File: config.mk
export PLATFORM = sky130hd
export DESIGN_NAME = mem_bus_arbiter
export DESIGN_NICKNAME = d
export VERILOG_FILES = /design/src/rtl/mem_bus_arbiter_pkg.sv /design/src/rtl/mem_bus_slot.sv /design/src/rtl/mem_bus_arbiter.sv
export SDC_FILE = /design/constraint.sdc
export NUM_CORES = 1
export LEC_CHECK = 0
export BUFFER_PORTS_ARGS = -buffer_cell sky130_fd_sc_hd__buf_2
export CORE_ASPECT_RATIO = 1.2
export CORE_MARGIN = 3
export CORE_UTILIZATION = 52
export CTS_CLUSTER_SIZE = 30
export DETAILED_ROUTE_END_ITERATION = 10
export GPL_TIMING_DRIVEN = 0
export PLACE_DENSITY = 0.86
export SETUP_SLACK_MARGIN = 0.05
export SYNTH_ARGS = -nofsm -noshare
export SYNTH_HDL_FRONTEND = slang
export SYNTH_SLANG_ARGS = --single-unit
File: constraint.sdc
create_clock -name clk -period 6 [get_ports clk]
set_input_delay 1.2 -clock clk [delete_from_list [all_inputs] [get_ports clk]]
set_output_delay 1.2 -clock clk [all_outputs]
set_load 0.02 [all_outputs]
File: src/rtl/mem_bus_arbiter_pkg.sv
// Shared definitions for the I/D memory bus arbiter: FSM encodings and bus constants.
package mem_bus_arbiter_pkg;

  typedef enum logic [1:0] {
    ST_IDLE   = 2'd0,
    ST_BUSY_I = 2'd1,
    ST_BUSY_D = 2'd2
  } arb_state_e;

  localparam logic        ENABLE    = 1'b1;
  localparam logic        DISABLE   = 1'b0;
  localparam logic [31:0] ZERO_WORD = 32'h0000_0000;
  localparam logic [3:0]  SEL_ALL   = 4'b1111;

endpackage

File: src/rtl/mem_bus_slot.sv
// Per-port result holder: done flag plus result buffer, driving the port's stall request
// and read data back to the pipeline.
module mem_bus_slot
  import mem_bus_arbiter_pkg::*;
(
  input  logic        clk,
  input  logic        rst,
  input  logic        ce_i,
  input  logic        stall_i,
  input  logic        flush_i,
  input  logic        set_i,
  input  logic [31:0] res_i,
  output logic        done_o,
  output logic        stallreq_o,
  output logic [31:0] data_o
);

  logic        done_q;
  logic [31:0] buf_q;

  // A new result wins over the pipeline-advance clear in the same cycle.
  always_ff @(posedge clk) begin
    if (rst) begin
      done_q <= DISABLE;
      buf_q  <= ZERO_WORD;
    end else if (set_i) begin
      done_q <= ENABLE;
      buf_q  <= res_i;
    end else if (!stall_i || flush_i) begin
      done_q <= DISABLE;
    end
  end

  assign done_o     = done_q;
  assign stallreq_o = ce_i & ~done_q;
  assign data_o     = done_q ? buf_q : ZERO_WORD;

endmodule

File: src/rtl/mem_bus_arbiter.sv
// Arbitrates one registered Wishbone-style bus between instruction fetch and the MEM data port,
// with fixed D-over-I priority, flush-safe completion and an optional ack timeout.
module mem_bus_arbiter
  import mem_bus_arbiter_pkg::*;
#(
  parameter int TIMEOUT_CYC = 255
) (
  input  logic        clk,
  input  logic        rst,
  input  logic        stall_i,
  input  logic        flush_i,
  input  logic        if_ce_i,
  input  logic [31:0] if_addr_i,
  output logic [31:0] if_data_o,
  output logic        if_stallreq_o,
  input  logic        mem_ce_i,
  input  logic        mem_we_i,
  input  logic [3:0]  mem_sel_i,
  input  logic [31:0] mem_addr_i,
  input  logic [31:0] mem_data_i,
  output logic [31:0] mem_data_o,
  output logic        mem_stallreq_o,
  output logic        bus_cyc_o,
  output logic        bus_stb_o,
  output logic        bus_we_o,
  output logic [3:0]  bus_sel_o,
  output logic [31:0] bus_adr_o,
  output logic [31:0] bus_dat_o,
  input  logic [31:0] bus_dat_i,
  input  logic        bus_ack_i,
  output logic        bus_err_o
);

  localparam int CNT_W = (TIMEOUT_CYC > 1) ? $clog2(TIMEOUT_CYC) + 1 : 1;
  localparam logic [CNT_W-1:0] CNT_LAST = (TIMEOUT_CYC > 0) ? CNT_W'(TIMEOUT_CYC - 1) : '0;
  localparam logic TO_EN = (TIMEOUT_CYC != 0);

  arb_state_e       state_q;
  logic             cyc_q;
  logic             we_q;
  logic [3:0]       sel_q;
  logic [31:0]      adr_q;
  logic [31:0]      dat_q;
  logic             err_q;
  logic             flush_pend_q;
  logic [CNT_W-1:0] cnt_q;

  logic        i_done, d_done;
  logic        i_elig, d_elig;
  logic        busy, timeout_hit, term, keep;
  logic        i_set, d_set;
  logic [31:0] res;

  assign i_elig      = if_ce_i & ~i_done & ~flush_i;
  assign d_elig      = mem_ce_i & ~d_done & ~flush_i;
  assign busy        = (state_q != ST_IDLE);
  assign timeout_hit = TO_EN && busy && !bus_ack_i && (cnt_q == CNT_LAST);
  assign term        = busy && (bus_ack_i || timeout_hit);
  // A flush seen at any point of the bus cycle, including its last cycle, drops the result.
  assign keep        = ~(flush_pend_q | flush_i);
  assign i_set       = term && (state_q == ST_BUSY_I) && keep;
  assign d_set       = term && (state_q == ST_BUSY_D) && keep;
  assign res         = (bus_ack_i && !we_q) ? bus_dat_i : ZERO_WORD;

  always_ff @(posedge clk) begin
    if (rst) begin
      state_q      <= ST_IDLE;
      cyc_q        <= DISABLE;
      we_q         <= DISABLE;
      sel_q        <= 4'b0000;
      adr_q        <= ZERO_WORD;
      dat_q        <= ZERO_WORD;
      err_q        <= DISABLE;
      flush_pend_q <= DISABLE;
      cnt_q        <= '0;
    end else begin
      err_q <= DISABLE;
      case (state_q)
        ST_IDLE: begin
          cnt_q <= '0;
          if (d_elig) begin
            state_q <= ST_BUSY_D;
            cyc_q   <= ENABLE;
            we_q    <= mem_we_i;
            sel_q   <= mem_sel_i;
            adr_q   <= mem_addr_i;
            dat_q   <= mem_we_i ? mem_data_i : ZERO_WORD;
          end else if (i_elig) begin
            state_q <= ST_BUSY_I;
            cyc_q   <= ENABLE;
            we_q    <= DISABLE;
            sel_q   <= SEL_ALL;
            adr_q   <= if_addr_i;
            dat_q   <= ZERO_WORD;
          end
        end
        ST_BUSY_I, ST_BUSY_D: begin
          // In-flight cycles always run to ack or timeout; a flush only marks the result stale.
          if (term) begin
            state_q      <= ST_IDLE;
            cyc_q        <= DISABLE;
            we_q         <= DISABLE;
            sel_q        <= 4'b0000;
            adr_q        <= ZERO_WORD;
            dat_q        <= ZERO_WORD;
            err_q        <= timeout_hit;
            flush_pend_q <= DISABLE;
            cnt_q        <= '0;
          end else begin
            cnt_q <= cnt_q + 1'b1;
            if (flush_i) flush_pend_q <= ENABLE;
          end
        end
        default: state_q <= ST_IDLE;
      endcase
    end
  end

  mem_bus_slot u_slot_i (
    .clk        (clk),
    .rst        (rst),
    .ce_i       (if_ce_i),
    .stall_i    (stall_i),
    .flush_i    (flush_i),
    .set_i      (i_set),
    .res_i      (res),
    .done_o     (i_done),
    .stallreq_o (if_stallreq_o),
    .data_o     (if_data_o)
  );

  mem_bus_slot u_slot_d (
    .clk        (clk),
    .rst        (rst),
    .ce_i       (mem_ce_i),
    .stall_i    (stall_i),
    .flush_i    (flush_i),
    .set_i      (d_set),
    .res_i      (res),
    .done_o     (d_done),
    .stallreq_o (mem_stallreq_o),
    .data_o     (mem_data_o)
  );

  assign bus_cyc_o = cyc_q;
  assign bus_stb_o = cyc_q;
  assign bus_we_o  = we_q;
  assign bus_sel_o = sel_q;
  assign bus_adr_o = adr_q;
  assign bus_dat_o = dat_q;
  assign bus_err_o = err_q;

endmodule

==> metrics.yaml <==
synth_edf_count: 0
dp_cells: 1116
wl_per_cell_um: 16.5
num_vias: 5852
r2r_slack_ns: 3.52
status: "completed"
path_clk_slew_ns: 0.06
area_growth_pct: 31.9
synth-compound-area-share_pct: 6.54
p_leak_uw: 0.00449
stdcell_count: 1146
rsz0062_at_grt: "no"
routed_via_density: 5.11
cap_violations: 0
final-hold-violation-count: 0
synthAdderAreaFrac_pct: 1.12
p_sw_share_pct: 25.9
place_area_sq_mm: 0.00826
ys_ff_latch: 149
gp_congestion: 0.831
core_area_sq_mm: 0.0123
port_buffers: 276
synth-simple-area-share_pct: 23.5
overflow: 0
netlist_instances: 679
pwr-share-seq_pct: 44.0
cts_tree: "done"
drive_gt1_share_pct: 33.3
synth_cell_types: 42
clk_latency_ns: 0.42
cts-resized-gates: 0
drc: 0
ys_async_sr_fraction_pct: 0
final-setup-viol-count: 0
synth_mux_area_share_pct: 19.4
ff2ff_path_depth: 7
die_y_um: 130
power_frac_clock_pct: 41.2
grt_pass1_wl_mm: 28.8
min_period_ns: 2.95
worstHoldPathCells: 1
track_usage_pct: 26.3
synth-xor-area-share_pct: 0.787
cp-start-kind: "input port"
fmax_ghz: 0.339
synthFlopType: "dfxtp_1"
syn_area_per_cell_sq_um: 9.83
finalInstanceArea_sq_mm: 0.00881
cts_hold_buf: 0
path_max_fanout: 6
dpl.hpwl_mm: 14.9
cp_data_required_time_ns: 4.80
io_pins: 278
h-tree-depth: 4
die_area_sq_mm: 0.0142
yosysWarnings: 0
critical_path_class: "input port to output port"
worstHoldPathType: "flop to flop"
first_pass_iters: 4
grt_max_degree: 17
start_util_pct: 54.1
cts_inserted_buffers: 17
drt-total-wl_mm: 18.9
cp_data_arrival_time_ns: 1.75
synth_area_sq_mm: 0.00668
whs_ns: 0.455
drtIter0Drc: 214
slew_viol_final: 0
powerDensity_mw_per_mm2: 273
ant_nets: 0
p_comb_share_pct: 14.9
fin_setup_tns_ns: 0
yosysSeqAreaShare_pct: 44.7
root_buffer: "clkbuf_16"
slew_headroom_pct: 42.2
ir_drop_uv: 208
power.internal_uw: 1780
synth_top_family_by_area: "simple AND/OR/NAND/NOR gates"
netSwitchingPower_uw: 623
crit_path_end_kind: "output port"
num-nets-final: 1120
cts.sinks: 149
skew_ns: 0.0106
post_cts_buffers: 0
fp-row-count: 44
p_total_uw: 2400
dieWidth_um: 109
fin_crit_sh_pct: 49.1
antenna_found_initial: 5
cts_buffer_depth: 2
synth_nets: 825
first_global_vias: 5784
max_slew.worst_pin.slew_ns: 0.854
## cell usage after synthesis (5+ instances only)
master | number | area [sq um]
mux2i_1 | 128 | 1280
nand2b_1 | 102 | 638
buf_4 | 5 | 37.5
and2_1 | 64 | 400
buf_2 | 6 | 30.0
buf_6 | 5 | 56.3
o2bb2ai_1 | 33 | 289
ha_1 | 6 | 75.1
inv_1 | 8 | 30.0
nand2_1 | 70 | 263
dfxtp_1 | 149 | 2980
a21oi_1 | 7 | 35.0
nor3_1 | 5 | 25.0
clkbuf_1 | 28 | 105
nor2_1 | 15 | 56.3
## sequential cells by signal, summed over array words and instances, names as in the netlist
register,flops
cnt_q,9
bus_sel_o,4
u_slot_i.done_o,1
bus_err_o,1
bus_we_o,1
flush_pend_q,1
state_q,2
bus_cyc_o,1
u_slot_i.buf_q,32
u_slot_d.buf_q,32
u_slot_d.done_o,1
bus_dat_o,32
bus_adr_o,32
## power by group through the flow
stage          Sequential (uW)  Combinational [uW]  Clock, uW
2_1_floorplan             1120                 185          0
3_3_place_gp              1080                 354          0
3_5_place_dp              1080                 358          0
4_1_cts                   1060                 359       1000
5_1_grt                   1060                 388       1040
6_report                  1060                 357        990
## layer usage
layer	track usage (%)	share of wire, %	vias up	wire length [um]
li1	-	-	2875	-
met1	29.6	39	2697	7460
met2	45.8	49	246	9260
met3	8.81	9.3	28	1760
met4	9.83	2.1	6	388
met5	0	0.18	-	34
## cell usage in the layout, fill, tap and decap left out, types with 8 or more instances in the layout
master / n
inv_1: 8
clkbuf_1: 28
clkbuf_16: 17
dfxtp_1: 149
and2_1: 64
mux2i_1: 128
nand2b_1: 102
buf_2: 282
nand2_1: 70
nor2_1: 15
o2bb2ai_1: 33
## critical path, cell delays in order
cell and delay (ns):
buf_2 0.11, nand2b_1 0.20, inv_1 0.07, buf_2 0.17
## path summary, 6_finish.rpt
path	to	from
setup reg to reg	bus_adr_o[24]	state_q[0]
hold / removal	bus_adr_o[23]	bus_adr_o[23]
setup / recovery	mem_stallreq_o	mem_ce_i
hold reg to reg	bus_adr_o[23]	bus_adr_o[23]
## metrics by stage
step | setup slack (ns) | util [%]
floorplan | 3.31 | -
global placement | 2.83 | 67.0
detailed placement | 2.83 | 67.0
CTS | 3.06 | 71.4
global route | 2.99 | 71.4
finish | 3.05 | 71.4
## layout make-up
class | count | area, sq um
clock buffers | 17 | 425
inverters | 8 | 30.0
flip-flops and latches | 149 | 2980
diodes | 3 | 7.51
clock inverters | 10 | 114
repair buffers | 276 | 1380
well taps | 161 | 201
fillers | 1012 | 3520
multi-input cells | 475 | 3420
plain buffers | 47 | 240
## kinds of logic (layout without fill, tap and decap cells)
family / after synthesis / after routing
buf+inv: 55 / 358
compound gates: 53 / 53
flops: 149 / 149
other cells: 0 / 3
fa+ha+maj: 6 / 6
mux: 129 / 129
simple gates: 281 / 281
xor+xnor: 6 / 6
(Power assumes the default switching activity.)
